<file path="src/rtl/pipeline_pkg.sv">
// Shared pipeline definitions: control FSM states and the hardwired-zero register index.
package pipeline_pkg;

   typedef enum logic {S_RUN, S_MUL} ctrl_state_t;

   localparam logic [4:0] REG_ZERO = 5'h00;

endpackage

</file>
<file path="src/rtl/pipeline_ctrl_sat_counter.sv">
// Saturating up-counter; increments when inc is high and sticks at all-ones.
module sat_counter #(
   parameter int CNT_W = 16
) (
   input  logic             clk,
   input  logic             reset,
   input  logic             inc,
   output logic [CNT_W-1:0] count
);

   logic [CNT_W-1:0] count_q, count_d;

   always_comb begin
      count_d = count_q;
      if (inc && (count_q != {CNT_W{1'b1}}))
         count_d = count_q + 1'b1;
   end

   always_ff @(posedge clk or posedge reset) begin
      if (reset) count_q <= '0;
      else       count_q <= count_d;
   end

   assign count = count_q;

endmodule

</file>
<file path="src/rtl/pipeline_ctrl.sv">
// Stall/flush sequencer: load-use bubble, branch squash and multi-cycle Execute hold.
// Outputs are same-cycle (Mealy) decodes of the current inputs and state, forced low during reset.
module pipeline_ctrl
   import pipeline_pkg::*;
#(
   parameter int MUL_LAT = 4,
   parameter int CNT_W   = 16
) (
   input  logic             clk,
   input  logic             reset,
   input  logic             LoadE,
   input  logic [4:0]       RDE,
   input  logic [4:0]       RS1D,
   input  logic [4:0]       RS2D,
   input  logic             PCSrcE,
   input  logic             MulStartE,
   output logic             StallF,
   output logic             StallD,
   output logic             StallE,
   output logic             FlushD,
   output logic             FlushE,
   output logic             FlushM,
   output logic             MulDoneE,
   output logic             Busy,
   output logic [CNT_W-1:0] StallCount
);

   localparam int CW = $clog2(MUL_LAT);
   // The accept cycle is the first stall cycle, so the counter starts two below the latency.
   localparam logic [CW-1:0] CNT_INIT = CW'(MUL_LAT - 2);

   ctrl_state_t   state_q, state_d;
   logic [CW-1:0] cnt_q, cnt_d;
   logic          load_use;
   logic          hold, bubble, squash, done;

   assign load_use = LoadE && (RDE != REG_ZERO) && ((RDE == RS1D) || (RDE == RS2D));

   always_comb begin
      state_d = state_q;
      cnt_d   = cnt_q;
      hold    = 1'b0;
      bubble  = 1'b0;
      squash  = 1'b0;
      done    = 1'b0;
      case (state_q)
         S_RUN: begin
            if (MulStartE) begin
               hold    = 1'b1;
               cnt_d   = CNT_INIT;
               state_d = S_MUL;
            end else if (PCSrcE) begin
               squash = 1'b1;
            end else if (load_use) begin
               bubble = 1'b1;
            end
         end
         S_MUL: begin
            if (cnt_q != '0) begin
               hold  = 1'b1;
               cnt_d = cnt_q - 1'b1;
            end else begin
               done    = 1'b1;
               state_d = S_RUN;
            end
         end
         default: state_d = S_RUN;
      endcase
   end

   always_ff @(posedge clk or posedge reset) begin
      if (reset) begin
         state_q <= S_RUN;
         cnt_q   <= '0;
      end else begin
         state_q <= state_d;
         cnt_q   <= cnt_d;
      end
   end

   assign StallF   = !reset && (hold || bubble);
   assign StallD   = !reset && (hold || bubble);
   assign StallE   = !reset && hold;
   assign FlushM   = !reset && hold;
   assign FlushD   = !reset && squash;
   assign FlushE   = !reset && (squash || bubble);
   assign MulDoneE = !reset && done;
   assign Busy     = !reset && (state_q == S_MUL);

   sat_counter #(.CNT_W(CNT_W)) u_stall_cnt (
      .clk   (clk),
      .reset (reset),
      .inc   (StallF),
      .count (StallCount)
   );

   a_mul_load:   assert property (@(posedge clk) disable iff (reset) !(MulStartE && LoadE));
   a_mul_branch: assert property (@(posedge clk) disable iff (reset) !(MulStartE && PCSrcE));

endmodule

</file>
<file path="config.mk">
export PLATFORM = sky130hd
export DESIGN_NAME = pipeline_ctrl
export DESIGN_NICKNAME = d
export VERILOG_FILES = /design/src/rtl/pipeline_pkg.sv /design/src/rtl/pipeline_ctrl_sat_counter.sv /design/src/rtl/pipeline_ctrl.sv
export SDC_FILE = /design/constraint.sdc
export NUM_CORES = 1
export LEC_CHECK = 0
export BUFFER_PORTS_ARGS = -buffer_cell sky130_fd_sc_hd__buf_2
export CAP_MARGIN = 10
export CORE_MARGIN = 3
export CORE_UTILIZATION = 48
export DETAILED_ROUTE_END_ITERATION = 7
export PLACE_DENSITY = 0.85
export SYNTH_ARGS = -nofsm -noshare
export SYNTH_HDL_FRONTEND = slang
export SYNTH_HIERARCHICAL = 1
export SYNTH_SLANG_ARGS = --single-unit
export TNS_END_PERCENT = 20
</file>
<file path="constraint.sdc">
create_clock -name clk -period 2.9 [get_ports clk]
set_input_delay 0.435 -clock clk [delete_from_list [all_inputs] [get_ports clk]]
set_output_delay 0.435 -clock clk [all_outputs]
set_load 0.02 [all_outputs]
</file>
==> results of run 1 <==
layer usage:
layer	vias up	GRT usage, %	wire [µm]
met2	38	34.66	1217
met1	469	21.11	1057
met3	4	4.360	242
met5	-	0	0
met4	0	4.564	17
li1	481	-	-
worst max-delay path by stage:
stage | end | slack, ns | depth (start not counted)
6_report | StallF | 0.53 | 7
5_1_grt | u_stall_cnt/count[14]$_DFFE_PP0P_ | 0.34 | 7
4_1_cts | StallF | 0.53 | 7
3_5_place_dp | u_stall_cnt/count[14]$_DFFE_PP0P_ | 0.34 | 9
3_3_place_gp | u_stall_cnt/count[14]$_DFFE_PP0P_ | 0.42 | 9
2_1_floorplan | u_stall_cnt/count[14]$_DFFE_PP0P_ | 0.01 | 8
area by class of cell:
class	instances	area, µm²
clock buffer	4	26.28
fill	173	701.9
tap	27	33.78
inverter	6	22.52
timing repair buffer	44	222.7
sequential	19	475.5
multi-input combinational	83	619.3
power groups by stage:
stage | Combinational, W | Sequential [W] | Clock, W
finish | 0.000413 | 0.000402 | 0.000125
global route | 0.000459 | 0.000415 | 0.000138
CTS | 0.000417 | 0.000402 | 0.000130
detailed placement | 0.000415 | 0.000403 | 0
global placement | 0.000397 | 0.000396 | 0
floorplan | 0.000244 | 0.000437 | 0
stage by stage:
step | cell area [µm²] | hold slack, ns
3_5_place_dp | 1374 | 0.3565
3_3_place_gp | 1374 | 0.3518
2_1_floorplan | 1132 | 0.1938
6_report | 1400 | 0.04704
5_1_grt | 1400 | 0.04790
4_1_cts | 1400 | 0.04521
critical path, stage by stage:
cell and delay, ns:
buf_2 0.13, xor2_1 0.16, nor3_1 0.19, a22oi_1 0.13
o32ai_1 0.50, buf_4 0.23, buf_2 0.17
layout by cell type (no fill, tap or decap), types with 3 or more instances in the layout:
cell type and instances:
xnor2_1 11, nand2_1 6, inv_1 6, a21oi_1 3, mux2_2 3, nor2_1 8, dfrtp_1 19, nand3_1 7
and3_1 5, nor3_1 3, nand4_1 5, and4_1 3, xor2_1 10, clkbuf_4 3, buf_2 43
state kept, by name (all words and copies together), names as in the netlist:
| name | count |
|---|---|
| u_stall_cnt/count | 16 |
| cnt_q | 2 |
| state_q | 1 |
cells by family (layout without fill, tap and decap cells):
kind of cell	Yosys count	count (layout)	synth area share, %
AO/OA/AOI/OAI	9	9	5.856
flip-flops	19	19	41.99
buffers and inverters	8	54	3.314
AND/OR/NAND/NOR	47	47	26.52
adder cells (fa/ha/maj)	2	2	2.210
XOR/XNOR	21	21	16.24
multiplexers	4	4	3.867
==> metrics.txt, run 1 <==
Core Area 2102 µm²; Final Hold Fails 0; most frequent cell after synthesis dfrtp_1; wire per inst between 10 and 15 µm; gr usage total a little under a fifth; largest area contributor in the netlist dfrtp_1; PortBufs 43; status completed; number of enable flip-flop cells after synthesis 0; Unique masters post-synth 30; DRC viols 0; Pre-antenna DRT Iters 4; Fmax achieved 0.4213 GHz; CP Class in -> out; Starting DRT DRC Count 17; initial antenna violation count 0; Reg2Reg Launch Point state_q$_DFF_PP0_; Syn Nets roughly 130; CTS tree yes; placed cell count 179; Psw 0.0003965 W; worst skew pair latency 0.28 ns; min Tclk post-route approximately 2.4 ns; CTS resizes 0; Slew HR 60.52%; root buf cell clkbuf_4; Setup crit start RDE[1]; FF-to-FF path depth 7; Post-synth top cells dfrtp_1, xnor2_1, xor2_1; Syn Area/Cell 10.29 µm²; routed vias 992; Vias/cell 5.421; H-tree levels 1; Clock transition at path regs around 0.1 ns; crit end category primary output; GPL Wtd Cong 0.7849; total gr overflow 0; Sw Share a little over two fifths; Tot Pwr 0.0009408 W; Req. time, crit path 2.47 ns; Die Wd 54.57 µm; number of buffers created by CTS 3; remaining antenna violation count 0; CP startpoint kind input pin; leakage 0.7390 nW; ys async rst share 100.0%; Seq/Total Area, Yosys 41.99%; layout net count 179; worst-margin pin slew around 0.59 ns; Final Cycle Share 81.85%; top_reg_cell synth dfrtp_1; area share of the largest cell type after synthesis approximately two fifths; Clock Path Buffers 2; final setup margin about 0.53 ns; Clk pwr share about an eighth; ranking of synthesized cells by area dfrtp_1, xnor2_1, xor2_1, nand3_1, mux2_2; clock sink count 19; Area Growth Syn to Fin 23.65%; antenna diode count 0; Mapped Area 1132 µm²; Placement Rows 16; reg2reg end u_stall_cnt/count[14]$_DFFE_PP0P_; Core Util, Final 66.61%; CP Data Arrival Time 1.94 ns; io pins 44; Pins Over Slew Limit 0; PwrDens 672.0 nW/µm²; post-cts hold buffer count 0; Die H 54.57 µm; Synthesis Warnings 6; Combinational Power Share 43.9%; cells after synthesis 110; Setup Fix Bufs, Post-CTS 0; Reg power frac between 40% and 50%; share of layout cells above drive strength 1 37.18%; pin count of the biggest net entering global routing 17; setup slack, reg-to-reg roughly 0.6 ns; Worst IR Drop VDD approximately 0.53 mV; setup TNS 0 ns; Worst Clk Skew 0.001087 ns; max-cap violations 0; wire length of the first global-routing pass 3981 µm; vias in the first global route between 900 and 1000; Setup Viol. Count Final 0; Initial Util between 50 and 60%; Yosys reg bits 19; crit path max fanout 5; Min-Delay Path Class in -> async; pre-CTS WS 0.3352 ns; Routed WL around 2500 µm; Final Non-Filler Cells 183; Int Pwr 0.0005443 W; RSZ-0062 raised after global routing false; full die area 2978 µm²; final HPWL from detailed placement 2009 µm
Note: power is estimated with default switching activity, not from simulation.
==> run 2, diff against run 1 <==
CORE_UTILIZATION = 43   (was 48)
PLACE_DENSITY = 0.81   (was 0.85)
clock period = 2 ns   (was 2.9 ns; I/O delays follow)
==> metrics.txt, run 2 (synthesis results as in run 1) <==
H-tree levels 1 (unchanged); Worst IR Drop VDD 0.8256 mV (was 0.5338 mV); Final Hold Fails 0 (unchanged); commonest non-fill, non-tap cell in the layout buf_2 (unchanged); CP Data Arrival Time 2.09 ns (was 1.94 ns); Worst Clk Skew 0.006569 ns (was 0.001087 ns); Die Wd 57.32 µm (was 54.57 µm); vias in the first global route 1038 (was 957); CP Class reg -> reg (was in -> out); worst skew pair latency 0.29 ns (was 0.28 ns); wire per inst 13.45 µm (was 13.85 µm); min Tclk post-route between 1.5 and 2 ns; final setup margin 0.09972 ns (was 0.5263 ns); Starting DRT DRC Count 45 (was 17); Core Area 2361 µm² (was 2102 µm²); Pins Over Slew Limit 0 (unchanged); CTS tree yes (unchanged); remaining antenna violation count 0 (unchanged); layout net count 184 (was 179); full die area 3285 µm² (was 2978 µm²); leakage 0.7747 nW (was 0.7390 nW); Setup Viol. Count Final 0 (unchanged); gr usage total 16.85% (was 18.61%); initial antenna violation count 0 (unchanged); post-cts hold buffer count 0 (unchanged); final HPWL from detailed placement 2025 µm (was 2009 µm); max-cap violations 0 (unchanged); Layout fillers 187 (was 173); Fmax achieved about 0.53 GHz; most frequent cells in the layout buf_2, dfrtp_1, xnor2_1 (unchanged); GPL Wtd Cong 0.8133 (was 0.7849); total gr overflow 0 (unchanged); antenna diode count 0 (unchanged); io pins 44 (unchanged); WHS 0.04246 ns (was 0.04704 ns); Req. time, crit path 2.19 ns (was 2.47 ns); max reg flops 16 (unchanged); Clock transition at path regs 0.11 ns (was 0.10 ns); CP startpoint kind register (was input pin); crit path max fanout 3 (was 5); crit end category register (was primary output); Placement Rows 17 (was 16); Slew HR 60.55% (was 60.52%); Area Growth Syn to Fin 33.59% (was 23.65%); share of layout cells above drive strength 1 45.96% (was 37.18%); clock sink count 19 (unchanged); Routed WL 2542 µm (was 2534 µm); Clock Path Buffers 2 (unchanged); routed vias 1001 (was 992); setup slack, reg-to-reg 0.1 ns (was 0.60 ns); Combinational Power Share 47.3% (was 43.9%); Sw Share 41.82% (was 42.14%); PwrDens 969.7 nW/µm² (was 672.0 nW/µm²); pre-CTS WS -0.1619 ns (was 0.3352 ns); worst-margin pin slew 0.5910 ns (was 0.5915 ns); pin count of the biggest net entering global routing 17 (unchanged); wire length of the first global-routing pass 4436 µm (was 3981 µm); Clk pwr share 12.7% (was 13.3%); Initial Util 47.96% (was 53.87%); RSZ-0062 raised after global routing true (was false); Final Cycle Share between 90% and 100%; root buf cell clkbuf_4 (unchanged); Vias/cell 5.296 (was 5.421); Core Util, Final 64.07% (was 66.61%); status completed (unchanged); Reg power frac 40.0% (was 42.8%); number of buffers created by CTS 3 (unchanged); Die H 57.32 µm (was 54.57 µm); PortBufs 43 (unchanged); Pre-antenna DRT Iters 4 (unchanged); Psw 0.0006134 W (was 0.0003965 W); DRC viols 0 (unchanged); Min-Delay Path Class in -> async (unchanged); Int Pwr 0.0008535 W (was 0.0005443 W)
==> run 2: cell types whose count changed in the layout (fill, tap and decap cells not counted), moves of 2 or more <==
cell / delta
nand3_2: +2
nor2_2: +2
nor2_1: -2
nand3_1: -2
buf_6: +3
buf_4: +4
buf_2: -2
==> run 2: area by class of cell <==
| cell class | instances | area [µm²] | area share (%) |
|---|---|---|---|
| clock buffer | 3 | 22.52 | 1.489 |
| tap | 28 | 35.03 | 2.316 |
| clock inverter | 1 | 5.005 | 0.3309 |
| timing repair buffer | 49 | 276.5 | 18.28 |
| sequential | 19 | 475.5 | 31.43 |
| multi-input combinational | 83 | 675.6 | 44.67 |
| inverter | 6 | 22.52 | 1.489 |
==> run 2: metrics by stage <==
step                area, µm²  setup TNS [ns]  cells  total power, W
finish                   1513               0    189        0.001467
global route             1513        -0.04076    189        0.001569
floorplan                1170         -0.6579    110        0.001013
CTS                      1489               0    189        0.001439
global placement         1450         -0.3169    185        0.001203
detailed placement       1450         -0.7640    185        0.001235
==> run 2: per-layer routing <==
metal  GRT usage [%]  vias up  part of all wire [%]  wire [µm]
met3           4.072        6                   8.1        207
met2           28.55       41                    47       1206
li1                -      491                     -          -
met1           20.74      463                    43       1084
met4           6.291        0                   1.7         43
met5               0        -                     0          0
==> run 2: what timing repair did <==
item                                    CTS  global route
resized for setup                         3             7
endpoints found under the setup margin    2             6
setup buffers                             0             0
==> run 2: power groups by stage <==
stage | logic (W) | clock network [W] | registers [W]
detailed placement | 0.000649 | 0 | 0.000586
global placement | 0.000626 | 0 | 0.000576
CTS | 0.000664 | 0.000193 | 0.000581
finish | 0.000693 | 0.000187 | 0.000587
floorplan | 0.000378 | 0 | 0.000635
global route | 0.000753 | 0.000215 | 0.000602
==> run 2: path summary, 6_finish.rpt <==
| path | startpoint | to | depth (start not counted) |
|---|---|---|---|
| worst max-delay path | state_q$_DFF_PP0_ | u_stall_cnt/count[14]$_DFFE_PP0P_ | 7 |
| max in group asynchronous | reset | u_stall_cnt/count[0]$_DFFE_PP0P_ | 3 |
| worst max register to register | state_q$_DFF_PP0_ | u_stall_cnt/count[14]$_DFFE_PP0P_ | 7 |
| worst min register to register | u_stall_cnt/count[15]$_DFFE_PP0P_ | u_stall_cnt/count[15]$_DFFE_PP0P_ | 1 |
| min in group clk | MulStartE | state_q$_DFF_PP0_ | 4 |
| worst min-delay path | reset | state_q$_DFF_PP0_ | 3 |
==> run 2: worst max-delay path: stages, from the launching register on <==
cell	delay, ns
dfrtp_1	0.42
nor3_2	0.16
o211ai_2	0.16
o32ai_4	0.28
and4_4	0.28
nand3_2	0.10
nor2_2	0.11
mux2_4	0.30
